## src/rtl/image_pkg.sv

```systemverilog
// image_pkg: shared constants and FSM state type for the image reader
package image_pkg;
    localparam int N      = 8;
    localparam int S      = 30;
    localparam int H      = 30;
    localparam int ADDR_W = 10;

    typedef enum logic [1:0] {IDLE, READ, DRAIN, FIN} state_t;
endpackage

```

## src/rtl/pixel_scan_counter.sv

```systemverilog
// pixel_scan_counter: raster col/row counter with row-wrap and frame position flags
module pixel_scan_counter #(
    parameter int S = image_pkg::S,
    parameter int H = image_pkg::H,
    parameter int W = image_pkg::ADDR_W
) (
    input  logic         clk,
    input  logic         rst_n,
    input  logic         clear,
    input  logic         advance,
    output logic [W-1:0] col,
    output logic [W-1:0] row,
    output logic         first,
    output logic         eol,
    output logic         last
);
    import image_pkg::*;

    assign first = (col == '0) && (row == '0);
    assign eol   = (col == W'(S - 1));
    assign last  = eol && (row == W'(H - 1));

    // col counts across a row and wraps into the next row
    always_ff @(posedge clk or negedge rst_n) begin
        if (!rst_n) begin
            col <= '0;
            row <= '0;
        end else if (clear) begin
            col <= '0;
            row <= '0;
        end else if (advance) begin
            col <= eol ? '0 : col + W'(1);
            row <= eol ? row + W'(1) : row;
        end
    end
endmodule

```

## src/rtl/image_reader.sv

```systemverilog
// image_reader: streams a stored S x H image out of a result RAM in raster order
module image_reader #(
    parameter int N = image_pkg::N,
    parameter int S = image_pkg::S,
    parameter int H = image_pkg::H
) (
    input  logic                        clk,
    input  logic                        rst_n,
    input  logic                        start,
    output logic [image_pkg::ADDR_W-1:0] rd_addr,
    input  logic [N-1:0]                rd_data,
    output logic                        out_valid,
    input  logic                        out_ready,
    output logic [N-1:0]                out_data,
    output logic                        out_sof,
    output logic                        out_eol,
    output logic                        out_eof,
    output logic                        busy,
    output logic                        done
);
    import image_pkg::*;

    state_t            state, state_nx;
    logic [ADDR_W-1:0] col, row;
    logic              first, eol, last;
    logic              load, accept, clear, advance;

    // the output register refills whenever it is empty or its pixel leaves this cycle
    assign accept  = out_valid && out_ready;
    assign load    = (state == READ) && (!out_valid || out_ready);
    assign clear   = (state == IDLE) && start;
    assign advance = load && !last;
    assign rd_addr = ADDR_W'(row * S + col);

    pixel_scan_counter #(.S(S), .H(H), .W(ADDR_W)) u_scan (
        .clk     (clk),
        .rst_n   (rst_n),
        .clear   (clear),
        .advance (advance),
        .col     (col),
        .row     (row),
        .first   (first),
        .eol     (eol),
        .last    (last)
    );

    // state register
    always_ff @(posedge clk or negedge rst_n) begin
        if (!rst_n) state <= IDLE;
        else        state <= state_nx;
    end

    // next state: the last pixel load parks in DRAIN until the sink takes it
    always_comb begin
        state_nx = state;
        case (state)
            IDLE:    state_nx = start ? READ : IDLE;
            READ:    state_nx = (load && last) ? DRAIN : READ;
            DRAIN:   state_nx = accept ? FIN : DRAIN;
            default: state_nx = IDLE;
        endcase
    end

    // status outputs decoded from state
    always_comb begin
        busy = (state == READ) || (state == DRAIN);
        done = (state == FIN);
    end

    // output pixel register with position flags captured alongside the data
    always_ff @(posedge clk or negedge rst_n) begin
        if (!rst_n) begin
            out_valid <= 1'b0;
            out_data  <= '0;
            out_sof   <= 1'b0;
            out_eol   <= 1'b0;
            out_eof   <= 1'b0;
        end else if (load) begin
            out_valid <= 1'b1;
            out_data  <= rd_data;
            out_sof   <= first;
            out_eol   <= eol;
            out_eof   <= last;
        end else if (accept) begin
            out_valid <= 1'b0;
        end
    end
endmodule

```

## config.mk

```make
export PLATFORM = sky130hd
export DESIGN_NAME = image_reader
export DESIGN_NICKNAME = d
export VERILOG_FILES = /design/src/rtl/image_pkg.sv /design/src/rtl/pixel_scan_counter.sv /design/src/rtl/image_reader.sv
export SDC_FILE = /design/constraint.sdc
export NUM_CORES = 1
export LEC_CHECK = 0
export BUFFER_PORTS_ARGS = -buffer_cell sky130_fd_sc_hd__buf_4
export CORE_UTILIZATION = 31
export DETAILED_ROUTE_END_ITERATION = 8
export PLACE_DENSITY = 0.55
export SLEW_MARGIN = 20
export SYNTH_ARGS = -nofsm -noshare
export SYNTH_HDL_FRONTEND = slang
export SYNTH_SLANG_ARGS = --single-unit
```

## constraint.sdc

```tcl
create_clock -name clk -period 3.3 [get_ports clk]
set_input_delay 0 -clock clk [delete_from_list [all_inputs] [get_ports clk]]
set_output_delay 0 -clock clk [all_outputs]
set_load 0.01 [all_outputs]
```

==> impl_metrics.env <==
export IMPL_run_status="finished with violations"
export IMPL_violations="negative setup slack"
export IMPL_period_share_pct=115
export IMPL_dieArea_mm2=0.00900
export IMPL_via_per_inst=4.68
export IMPL_end_kind="output port"
export IMPL_num_fill_cells=825
export IMPL_placement_cell_area_mm2=0.00323
export IMPL_top_usage_layer="met2"
export IMPL_drc_errors=0
export IMPL_arrival_ns=3.81
export IMPL_worstPathRequired_ns=3.30
export IMPL_avgRoutedWirePerCell_um=13.2
export IMPL_initial_core_util_pct=32.2
export IMPL_cts_root_buf="clkbuf_8"
export IMPL_timing_slew_headroom_pct=56.8
export IMPL_die_w_um=94.9
export IMPL_rsz0062_at_grt="yes"
export IMPL_max_cap_violations=0
export IMPL_drt_first_pass_iters=4
export IMPL_use_met2_pct=26.6
export IMPL_rr_startpoint="u_scan.col[6]"
export IMPL_clock_sinks=34
export IMPL_design_area_mm2=0.00356
export IMPL_cpMaxStageDelayCell="fa_1"
export IMPL_ios=36
export IMPL_vias=2204
export IMPL_synth_cell_types=37
export IMPL_synth_flop_cell="dfrtp_1"
export IMPL_layout_min_cycle_time_ns=3.81
export IMPL_met1_usage_pct=20.0
export IMPL_synthToLayoutAreaGrowth_pct=33.1
export IMPL_pre_cts_slack_ns=-0.296
export IMPL_cp_num_buf_inv=3
export IMPL_setup_viol=4
export IMPL_grt_max_degree=35
export IMPL_synth_area_leaders="dfrtp_1 32%, ha_1 16%, fa_1 9.0%, nand2_1 6.9%, xnor2_1 6.9%"
export IMPL_synth_area_mm2=0.00267
export IMPL_ys_seq_area_share_pct=31.8
export IMPL_dpl_hpwl_um=4660
export IMPL_regToRegSetupSlack_ns=0.59
export IMPL_io_buffers=35
export IMPL_cp_depth=15
export IMPL_ir_drop_mv=0.202
export IMPL_cts_tree="built"
export IMPL_globalplace_congestion=0.777
export IMPL_critPathTopFamily="adder cells"
export IMPL_slew_viol_final=0
export IMPL_synth_edff_count=0
export IMPL_fin_nets=423
export IMPL_grt_overflow_total=0
export IMPL_antenna_found_initial=0
export IMPL_ctsHtreeMaxLevel=2
export IMPL_yosysTopAreaCell="dfrtp_1"
export IMPL_ant_nets=0
export IMPL_cp_cell_sequence="fa_1 -> inv_1 -> fa_1 -> inv_1 -> ha_1 -> a21o_1 -> a21oi_2 -> o21bai_1 -> a21oi_1 -> xnor2_1 -> ha_2 -> or4_1 -> o21ai_1 -> xnor2_1 -> buf_4"
export IMPL_r2r_end="u_scan.row[8]"
export IMPL_synthArstFlopShare_pct=100
export IMPL_rows=33
export IMPL_syn_inst=293
export IMPL_yosysTopAreaCellShare_pct=31.8
export IMPL_critPathMaxStageDelay_ns=0.56
export IMPL_hold_viol_final=0
export IMPL_yosysWarnings=0
export IMPL_worstRegToRegCells=6
export IMPL_fp_dieH_um=94.9
export IMPL_gr_usage_met3_pct=2.50
export IMPL_path_class="reg -> out"
export IMPL_power_density_mw_per_mm2=217
export IMPL_syn_area_per_cell_um2=9.12
export IMPL_diodes=0
export IMPL_grt_pass1_vias=2339
export IMPL_fin_tns_setup_ns=-1.03
export IMPL_critPathCapture="rd_addr[9]"
export IMPL_synthesis_nets=351
export IMPL_numCtsBuffers=5
export IMPL_crit_fanout=2
export IMPL_crit_start="u_scan.row[2]"
export IMPL_path_clk_slew_ns=0.07
export IMPL_leakage_nw=1.71
export IMPL_ys_ff_latch=34
export IMPL_drt_total_wl_um=6200
export IMPL_clk_latency_ns=0.29
export IMPL_grt_use_total_pct=15.5
export IMPL_cts_buffer_depth=2
export IMPL_skew_ns=0.00907
export IMPL_tightest_slew_ns=0.646
export IMPL_hp_class="in -> reg"
export IMPL_clock_fmax_mhz=263
export IMPL_layout_setup_ws_ns=-0.508
export IMPL_layout_drive_gt1_share_pct=26.0
export IMPL_grt_pass1_wl_um=10800
export IMPL_dr_first_iter_drc_count=55
export IMPL_core_area_mm2=0.00830
export IMPL_critPathLaunchType="flop"
==> cells in the mapped netlist (3+ instances only) <==
| master | count |
|---|---|
| xor2_1 | 6 |
| dfrtp_1 | 34 |
| nor3_1 | 7 |
| clkbuf_1 | 5 |
| nand2b_1 | 3 |
| ha_1 | 34 |
| a21o_1 | 3 |
| xnor2_1 | 21 |
| nand2_1 | 49 |
| o21ai_0 | 15 |
| nor2_1 | 24 |
| nand3_1 | 6 |
| a21oi_1 | 12 |
| inv_1 | 29 |
| fa_1 | 12 |
| or3_1 | 3 |
| nand4_1 | 3 |
==> state kept, by name, indices dropped and copies added, names as in the netlist <==
| signal | flops |
|---|---|
| out_sof | 1 |
| u_scan.col | 10 |
| state | 2 |
| u_scan.row | 10 |
| out_valid | 1 |
| out_data | 8 |
| out_eol | 1 |
| out_eof | 1 |
==> worst min-delay path by stage <==
stage          startpoint     endpoint  cells past startpoint
2_1_floorplan       rst_n  out_data[0]                      0
3_5_place_dp        rst_n  out_data[4]                      1
3_3_place_gp        rst_n  out_data[2]                      1
6_report        out_ready    out_valid                      3
4_1_cts         out_ready    out_valid                      3
5_1_grt         out_ready    out_valid                      3
==> metrics by stage <==
step           utilization (%)  std cells  hold slack [ns]  total power, W
2_1_floorplan                -        293           -0.296        0.000425
3_3_place_gp              38.9        451          -0.0192        0.000443
3_5_place_dp              38.9        451          -0.0130        0.000444
4_1_cts                   42.6        471           0.0175        0.000781
5_1_grt                   42.8        471           0.0469        0.000799
6_report                  42.8        471           0.0257        0.000773
==> cells by family after synthesis <==
family / after synthesis / share of synthesized area, %
DFF: 34 / 31.8
buffers and inverters: 35 / 5.06
muxes: 2 / 0.749
adders and majority gates: 46 / 24.9
and+or+nand+nor: 111 / 20.3
xor gates and xnor gates: 27 / 8.85
AOI/OAI and AO/OA: 38 / 8.33
==> routing by layer <==
metal  wire (µm)  vias up
met5           0        -
met4          76        0
met3         221        6
met2        2860       48
met1        3040     1043
li1            -     1107
==> cells in the final DEF (no fill, tap or decap), types with 6 or more instances in the layout <==
cell type      instances
buf_4                 59
nand2_1               48
dfrtp_1               33
ha_1                  30
inv_1                 27
nor2_1                22
xnor2_1               21
fa_1                  11
o21ai_0               10
a21oi_1                9
dlygate4sd3_1          9
nand3_1                6
xor2_1                 6
clkbuf_8               6
==> cell type report <==
cell class                 instances  area (µm²)  share of cell area [%]
multi-input combinational        224        1800                    50.7
sequential                        34         852                    24.0
timing repair buffer              71         567                    15.9
tap                              105         131                    3.69
inverter                          29         109                    3.06
clock buffer                       6        82.6                    2.32
clock inverter                     2        12.5                   0.352
==> what timing repair did <==
| action | in CTS | in global routing |
|---|---|---|
| setup endpoints to repair | 4 | 5 |
| hold buffers | 9 | 0 |
| setup buffers | 3 | 0 |
| pin swaps | 9 | 6 |
| hold endpoints to repair | 42 | 0 |
| resized for setup | 26 | 4 |
==> tightest hold or removal path: stages <==
cell	delay [ns]
buf_4	0.08
nand2b_1	0.13
nand2b_1	0.06
==> report_power, final <==
group / switching (W) / internal (W) / leakage (nW)
combinational: 0.0000116 / 0.0000154 / 1.21
sequential: 0 / 0.000416 / 0.447
clock: 0.000162 / 0.000168 / 0.0472
Power figures use the tool's default switching activity.
